===== src/rtl/rsa_pkg.sv =====
// Shared types and sizing helpers for the RSA datapath blocks.
package rsa_pkg;

  typedef enum logic [1:0] {
    IDLE = 2'd0,
    LOOP = 2'd1,
    CORR = 2'd2,
    DONE = 2'd3
  } mmm_state_t;

  localparam int MMM_WIDTH_DEF = 8;
  localparam int MMM_CNT_W_DEF = $clog2(MMM_WIDTH_DEF);

  // Iteration counter width for a given operand width (WIDTH >= 2).
  function automatic int mmm_cnt_w(input int width);
    return (width > 1) ? $clog2(width) : 1;
  endfunction

endpackage


===== src/rtl/mmm_step.sv =====
// One radix-2 Montgomery iteration: P' = (P + a_i*b + q*m) / 2, q chosen to make the sum even.
// Purely combinational; P < 2m in gives P' < 2m out for legal operands.
module mmm_step #(
  parameter int WIDTH = 8
) (
  input  logic [WIDTH:0]   p,
  input  logic             a_bit,
  input  logic [WIDTH-1:0] b,
  input  logic [WIDTH-1:0] m,
  output logic [WIDTH:0]   p_next
);

  logic [WIDTH+1:0] t;
  logic [WIDTH+1:0] s;
  logic             s_lsb_unused;

  assign t = {1'b0, p} + (a_bit ? {2'b00, b} : '0);
  assign s = t + (t[0] ? {2'b00, m} : '0);

  // s is even by construction, so dropping bit 0 is an exact halving.
  assign p_next       = s[WIDTH+1:1];
  assign s_lsb_unused = s[0];

endmodule


===== src/rtl/mmm_unit.sv =====
// Bit-serial Montgomery multiplier, dout = a*b*2^-WIDTH mod m; done after WIDTH+2 edges (WIDTH+1 without
// MMM_FINAL_SUB_EN, which drops the final subtraction). start is only accepted in IDLE, otherwise ignored.
import rsa_pkg::*;

module mmm_unit #(
  parameter int WIDTH = 8
) (
  input  logic             clk,
  input  logic             rst,
  input  logic             start,
  input  logic [WIDTH-1:0] a,
  input  logic [WIDTH-1:0] b,
  input  logic [WIDTH-1:0] m,
  output logic [WIDTH-1:0] dout,
  output logic             busy,
  output logic             done
);

  localparam int CNT_W = mmm_cnt_w(WIDTH);

  mmm_state_t       state_q;
  logic [CNT_W-1:0] cnt_q;
  logic [WIDTH-1:0] a_q;
  logic [WIDTH-1:0] b_q;
  logic [WIDTH-1:0] m_q;
  logic [WIDTH-1:0] dout_q;
  logic [WIDTH:0]   p_q;
  logic [WIDTH:0]   p_step;
  logic             busy_q;
  logic             done_q;
  logic             last_iter;

  assign last_iter = (cnt_q == CNT_W'(WIDTH - 1));

  mmm_step #(.WIDTH(WIDTH)) u_step (
    .p      (p_q),
    .a_bit  (a_q[cnt_q]),
    .b      (b_q),
    .m      (m_q),
    .p_next (p_step)
  );

`ifdef MMM_FINAL_SUB_EN
  logic [WIDTH:0] p_corr;
  assign p_corr = (p_q >= {1'b0, m_q}) ? (p_q - {1'b0, m_q}) : p_q;
  localparam mmm_state_t AFTER_LOOP = CORR;
`else
  localparam mmm_state_t AFTER_LOOP = DONE;
`endif

  always_ff @(posedge clk or posedge rst) begin
    if (rst) begin
      state_q <= IDLE;
      cnt_q   <= '0;
      a_q     <= '0;
      b_q     <= '0;
      m_q     <= '0;
      p_q     <= '0;
      dout_q  <= '0;
      busy_q  <= 1'b0;
      done_q  <= 1'b0;
    end else begin
      done_q <= 1'b0;
      case (state_q)
        IDLE: begin
          if (start) begin
            a_q     <= a;
            b_q     <= b;
            m_q     <= m;
            p_q     <= '0;
            cnt_q   <= '0;
            busy_q  <= 1'b1;
            state_q <= LOOP;
          end
        end
        LOOP: begin
          p_q <= p_step;
          if (last_iter) begin
            cnt_q   <= '0;
            state_q <= AFTER_LOOP;
          end else begin
            cnt_q <= cnt_q + CNT_W'(1);
          end
        end
`ifdef MMM_FINAL_SUB_EN
        CORR: begin
          p_q     <= p_corr;
          state_q <= DONE;
        end
`endif
        DONE: begin
          dout_q  <= p_q[WIDTH-1:0];
          done_q  <= 1'b1;
          busy_q  <= 1'b0;
          state_q <= IDLE;
        end
        default: state_q <= IDLE;
      endcase
    end
  end

  assign dout = dout_q;
  assign busy = busy_q;
  assign done = done_q;

endmodule


===== config.mk =====
export PLATFORM = sky130hd
export DESIGN_NAME = mmm_unit
export DESIGN_NICKNAME = d
export VERILOG_FILES = /design/src/rtl/rsa_pkg.sv /design/src/rtl/mmm_step.sv /design/src/rtl/mmm_unit.sv
export SDC_FILE = /design/constraint.sdc
export NUM_CORES = 1
export LEC_CHECK = 0
export CAP_MARGIN = 30
export CORE_MARGIN = 5
export CORE_UTILIZATION = 45
export CTS_BUF_LIST = sky130_fd_sc_hd__clkbuf_4 sky130_fd_sc_hd__clkbuf_8
export DETAILED_ROUTE_END_ITERATION = 7
export PLACE_DENSITY = 0.7
export SLEW_MARGIN = 0
export SYNTH_ARGS = -nofsm -noshare
export SYNTH_HDL_FRONTEND = slang
export SYNTH_SLANG_ARGS = --single-unit

===== constraint.sdc =====
create_clock -name clk -period 6.7 [get_ports clk]
set_input_delay 1.34 -clock clk [delete_from_list [all_inputs] [get_ports clk]]
set_output_delay 1.34 -clock clk [all_outputs]
set_load 0.1 [all_outputs]

# Word-level counts from Yosys, hierarchy flattened
# Cells that the tools add are included.
dict set report classes {
  add_sub_neg 3
  n_lt_le_gt_ge 1
  n_eq_ne 5
  mux 15
  n_reduce_logical 7
}
# operator n
set ops {}
lappend ops {{$pmux W9 S2} 1}
lappend ops {{$mux W8} 2}
lappend ops {{$add A10 B10 Y10} 1}
lappend ops {{$add A9 B10 Y10} 1}
lappend ops {{$mux W9} 1}
lappend ops {{$reduce_and A2 Y1} 4}
lappend ops {{$mux W3} 2}
lappend ops {{$pmux W3 S2} 1}
lappend ops {{$lt A3 B4 Y1 const B} 1}
lappend ops {{$mux W2} 2}
lappend ops {{$ne A2 B2 Y1 const B} 2}
lappend ops {{$pmux W2 S2} 1}
lappend ops {{$reduce_bool A2 Y1} 2}
lappend ops {{$add A3 B1 Y3 const B} 1}
lappend ops {{$bmux W1 S3} 1}
lappend ops {{$eq A3 B3 Y1 const B} 1}
lappend ops {{$mux W1} 3}
lappend ops {{$eq A2 B1 Y1 const B} 1}
lappend ops {{$eq A2 B2 Y1 const B} 1}
lappend ops {{$logic_not A2 Y1} 1}
lappend ops {{$pmux W1 S2} 1}
dict set report totals {
  regBits 48
  input_bits 27
  output_inout_bits 10
}

# Depth between registers and ports, before layout
dict set report depth {
  word_depth 7
  depth_mapped 17
  depth_no_buf 17
}

# By module
# Synthesis repeated with hierarchy kept, for this count alone.
dict set report hier_totals {
  cells_unflattened 211
  area_unflattened_um2 2610.0
}
# module instances cells_per_inst area_each_um2
set modules_own_cells {}
lappend modules_own_cells {mmm_unit 1 111 1849.3}
lappend modules_own_cells {mmm_step 1 100 760.7}

# Least setup slack after synthesis
# No wires, ideal clock.
dict set report synth_path {
  kind {register to register}
  startpoint {reg cnt_q[0]}
  endpoint {reg p_q[7]}
  arrival_time_ps 3803
  t_required_ps 6613
  slack_ps 2810
  stages_incl_launch_ff 16
  path_buffers 0
  cell_sequence {dfrtp_1 -> mux4_2 -> mux2i_2 -> nand2b_1 -> inv_2 -> ha_1 -> a211oi_1 -> o21bai_1 -> a21oi_1 -> xnor2_1 -> ha_1 -> a21oi_1 -> o211ai_2 -> a211o_1 -> a2111o_1 -> o211ai_1}
}
dict set report synth_via {
  elab_chain_cells 7
}
# element line
set synth_lines {}
lappend synth_lines {{start, declared} mmm_unit.sv:22} ;# logic [CNT_W-1:0] cnt_q;
lappend synth_lines {{start signal, assigned} mmm_unit.sv:82} ;# cnt_q <= cnt_q + CNT_W'(1);
lappend synth_lines {{$bmux W1 S3 (*)} mmm_unit.sv:37} ;# .a_bit (a_q[cnt_q]),
lappend synth_lines {{$mux W1 (not written as such) (*)} mmm_unit.sv:37}
lappend synth_lines {{$mux W8 (*)} mmm_step.sv:17} ;# assign t = {1'b0, p} + (a_bit ? {2'b00, b} : '0);
lappend synth_lines {{$add A9 B10 Y10 (*)} mmm_step.sv:17}
lappend synth_lines {{$mux W8} mmm_step.sv:18} ;# assign s = t + (t[0] ? {2'b00, m} : '0);
lappend synth_lines {{$add A10 B10 Y10 (*)} mmm_step.sv:18}
lappend synth_lines {{$pmux W9 S2 (*)} mmm_unit.sv:64} ;# case (state_q)
lappend synth_lines {{end signal, assigned} mmm_unit.sv:77} ;# p_q <= p_step;
lappend synth_lines {{end, declared} mmm_unit.sv:27} ;# logic [WIDTH:0] p_q;
# Every way passes the cells marked *; elsewhere a longest branch is shown, timed or not. The select of a mux whose other input is x is not followed.
# A chain may end at the register's enable or synchronous reset.

# Worst setup path after layout
# Same ends and word-level chain as after synthesis.

==> impl_summary.log <==
INFO  metric detailedRoute.firstPassIterationCount = 4
INFO  metric netlist-cell-type-count = 53
INFO  metric flow.area_growth_from_synthesis = 23.26%
INFO  metric timing_worst_slew_pin_value = 972.2 ps
INFO  metric crit_family = compound AO/OA/AOI/OAI gates
INFO  metric worst-setup-path-type = flip-flop to flip-flop
INFO  metric crit_chain = mux4_2 -> mux2i_2 -> nand2b_1 -> inv_2 -> ha_1 -> a211oi_1 -> o21bai_1 -> a21oi_1 -> xnor2_1 -> ha_1 -> a21oi_1 -> o211ai_2 -> a211o_1 -> a2111o_1 -> o211ai_1
INFO  metric htree_levels = 2
INFO  metric post_cts.resized_instances = 0
INFO  metric gr-usage-all-layers = between 10% and 20%
INFO  metric coreArea = 5886 um2
INFO  metric number_of_instances_in_the_synthesized_netlist = 228
INFO  metric setup_tns = 0 ps
INFO  metric cts_hold_buffers = 0
INFO  metric cts_inserted_buffers = 5
INFO  metric fmax = 235.4 MHz
INFO  metric drtAntennaViolNets = 0
INFO  metric yosys_most_used_dff = sky130_fd_sc_hd__dfrtp_1
INFO  metric grt_setup_unrepaired = false
INFO  metric wire_length_reported_by_the_detailed_router = 5496 um
INFO  metric worstSetupPathDepth = 15
INFO  metric crit_start = cnt_q[0]$_DFFE_PP0P_
INFO  metric async_flop_share = 100.0%
INFO  metric worst_ep_required_time = 6920 ps
INFO  metric numPortBuffers = 36
INFO  metric count_of_vias_placed_by_the_detailed_router = 1905
INFO  metric die_w = 87.39 um
INFO  metric number_of_antenna_violations_at_the_first_check_in_global_routing = 0
INFO  metric ys_seq_area_share = 44.57%
INFO  metric clk_pin_slew = 80 ps
INFO  metric initialDrtViolationCount = between 50 and 60
INFO  metric global_route_congestion_overflow_total = 0
INFO  metric largest_net_degree_at_the_start_of_global_routing = 30
INFO  metric reg2reg_from = cnt_q[0]$_DFFE_PP0P_
INFO  metric post-cts-setup-buffer-count = 0
INFO  metric clkLatencyLatePin = 300 ps
INFO  metric dieHeight = 87.39 um
INFO  metric top_level_ports = 37
INFO  metric std_cell_rows = 28
INFO  metric synth_enable_flop_cells = 0
INFO  metric dp.final_hpwl = 4368 um
INFO  metric min_period = 4248 ps
INFO  metric tritoncts = built
INFO  metric outcome = finished clean
INFO  metric worstPathArrival = 4470 ps
INFO  metric final.setup_skew = roughly 5.5 ps
INFO  metric layout_worst_path_cycle_share = between 60% and 70%
INFO  metric largest_buffer_count_on_any_clock_path = 2
INFO  metric setup-violations-final = 0
INFO  metric starting_density = between 40% and 50%
INFO  metric critical_path.max_fanout = 8
INFO  metric reg2regPathDepth = 15
INFO  metric post_synth_instance_area = 2695 um2
INFO  metric syn_avg_cell_area = around 12 um2
INFO  metric critical_path_buf_inv_count = 1
INFO  metric first_global_vias = 1982
INFO  metric synth-seq-cells = 48
INFO  metric drt-wirelength-per-cell = between 15 and 20 um
INFO  metric cp-endpoint = p_q[7]$_DFFE_PP0P_
INFO  metric worst_path_largest_cell_delay = 540 ps
INFO  metric die_area = 7637 um2
INFO  metric antenna_cells_inserted = 0
INFO  metric timing_hold_violations_final = 0
INFO  metric viasPerCell = 5.506
INFO  metric r2r-end = p_q[7]$_DFFE_PP0P_
INFO  metric hold_class = flip-flop to flip-flop
INFO  metric cts.sink_count = 48
INFO  metric timing.max_cap.violations = 0
INFO  metric final_net_count = 317
INFO  metric timing.final.max_slew_violations = 0
INFO  metric endpoint_kind = flip-flop
INFO  metric worst_setup_path_start_kind = flip-flop
INFO  metric slew-limit-headroom = about a third
INFO  metric synth-warning-count = 0
INFO  metric postSynthNetCount = 275
INFO  metric reg2reg_slack = around 2500 ps
INFO  metric drt_drc_violations_left = 0
INFO  metric crit_path_top_delay_cell = sky130_fd_sc_hd__mux4_2
INFO  metric gp_routability_congestion = 0.9402
INFO  metric grt_pass1_wl = 9418 um
INFO  metric post_route_cells_drive_above_1_share = 14.02%
INFO  metric cts-root-buf = sky130_fd_sc_hd__clkbuf_8
-- registers in the layout, summed over array words and instances, names as in the netlist --
name / flops
done: 1
dout: 8
state_q: 2
b_q: 8
cnt_q: 3
busy: 1
p_q: 9
a_q: 8
m_q: 8
-- cells in the mapped netlist (2+ instances only) --
cell type	count	area (um2)
sky130_fd_sc_hd__buf_2	3	15.01
sky130_fd_sc_hd__nand3_1	2	10.01
sky130_fd_sc_hd__mux4_2	2	45.04
sky130_fd_sc_hd__fa_1	2	40.04
sky130_fd_sc_hd__xnor2_1	7	61.31
sky130_fd_sc_hd__a32o_1	2	20.02
sky130_fd_sc_hd__nand2_1	11	41.29
sky130_fd_sc_hd__o21ai_1	2	10.01
sky130_fd_sc_hd__a21oi_1	9	45.04
sky130_fd_sc_hd__clkbuf_1	2	7.510
sky130_fd_sc_hd__inv_1	8	30.03
sky130_fd_sc_hd__and2_1	10	62.56
sky130_fd_sc_hd__ha_1	18	225.2
sky130_fd_sc_hd__o211ai_1	2	15.01
sky130_fd_sc_hd__o21a_1	4	30.03
sky130_fd_sc_hd__nor2_1	5	18.77
sky130_fd_sc_hd__nand4_1	2	12.51
sky130_fd_sc_hd__a21o_1	4	30.03
sky130_fd_sc_hd__a31oi_1	2	12.51
sky130_fd_sc_hd__o21bai_1	3	22.52
sky130_fd_sc_hd__a22o_1	4	35.03
sky130_fd_sc_hd__dfrtp_1	48	1201
sky130_fd_sc_hd__a211o_1	2	17.52
sky130_fd_sc_hd__mux2_2	12	135.1
sky130_fd_sc_hd__o21ai_0	6	30.03
sky130_fd_sc_hd__nand2b_1	3	18.77
sky130_fd_sc_hd__mux2_1	19	214.0
sky130_fd_sc_hd__nor2b_1	9	56.30
-- cell usage in the layout (no fill, tap or decap), types with 3 or more instances in the layout --
cell type and instances:
sky130_fd_sc_hd__mux2_1 19, sky130_fd_sc_hd__mux2_2 12, sky130_fd_sc_hd__dfrtp_1 48, sky130_fd_sc_hd__a22o_1 4, sky130_fd_sc_hd__clkbuf_8 7, sky130_fd_sc_hd__a21oi_1 9
sky130_fd_sc_hd__nor2_1 5, sky130_fd_sc_hd__nor2b_1 9, sky130_fd_sc_hd__ha_1 18, sky130_fd_sc_hd__clkdlybuf4s50_1 36, sky130_fd_sc_hd__nand2_1 11, sky130_fd_sc_hd__a21o_1 4
sky130_fd_sc_hd__o21bai_1 3, sky130_fd_sc_hd__o21ai_0 6, sky130_fd_sc_hd__and2_1 10, sky130_fd_sc_hd__xnor2_1 7, sky130_fd_sc_hd__o21a_1 4, sky130_fd_sc_hd__inv_1 7
sky130_fd_sc_hd__nand2b_1 3
-- cell type report --
type,instances,area (um2)
fill,520,2564
timing repair buffer,40,422.9
sequential,48,1201
clock inverter,1,30.03
tap,75,93.84
clock buffer,7,96.34
multi-input combinational,166,1444
inverter,9,33.78
-- kinds of logic (layout without fill, tap and decap cells) --
kind of cell | Yosys count | after routing | synth area share (%)
flops | 48 | 48 | 44.57
buf+inv | 14 | 57 | 2.089
simple gates | 47 | 47 | 9.750
xor+xnor | 8 | 8 | 2.600
fa+ha+maj | 20 | 20 | 9.842
compound gates | 57 | 57 | 16.02
mux | 34 | 34 | 15.13
-- worst reg2reg max path, delay by kind of cell (launching register included) --
family                     cells  cell delay [ps]
muxes                          2              900
adders and majority gates      2              570
xor gates and xnor gates       1              160
AOI/OAI and AO/OA              8             1810
and+or+nand+nor                1              230
buffers and inverters          1               40
DFF                            1              450
-- through the flow --
step           cell area (um2)  cells  setup WS, ps  hold WS (ps)  util, %
4_1_cts                   3322    346          2435         486.0    56.44
5_1_grt                   3322    346          2074         497.6    56.44
3_5_place_dp              3196    338          2490         465.7    54.29
2_1_floorplan             2695    228          2810         448.9        -
3_3_place_gp              3141    335          2533         460.6    53.36
6_report                  3322    346          2452         481.2    56.44
-- worst min path at each step --
stage / startpoint / depth (start not counted) / to / slack, ps
floorplan: m_q[5]$_DFFE_PP0P_ / 1 / m_q[5]$_DFFE_PP0P_ / 450
global placement: busy$_DFFE_PP0P_ / 1 / busy$_DFFE_PP0P_ / 460
detailed placement: busy$_DFFE_PP0P_ / 1 / busy$_DFFE_PP0P_ / 470
CTS: busy$_DFFE_PP0P_ / 1 / busy$_DFFE_PP0P_ / 490
global route: busy$_DFFE_PP0P_ / 1 / busy$_DFFE_PP0P_ / 500
finish: busy$_DFFE_PP0P_ / 1 / busy$_DFFE_PP0P_ / 480
-- per-layer routing --
metal / GRT usage [%] / routed length, um / up-vias
met5: 0 / 0 / -
met1: 20.82 / 2587 / 930
met3: 3.406 / 215 / 10
li1: - / - / 924
met2: 26.44 / 2599 / 41
met4: 4.603 / 93 / 0
Power is left out: the tool's default activity adds up to more than one toggle a clock period on the data nets, which glitch-free logic cannot reach.
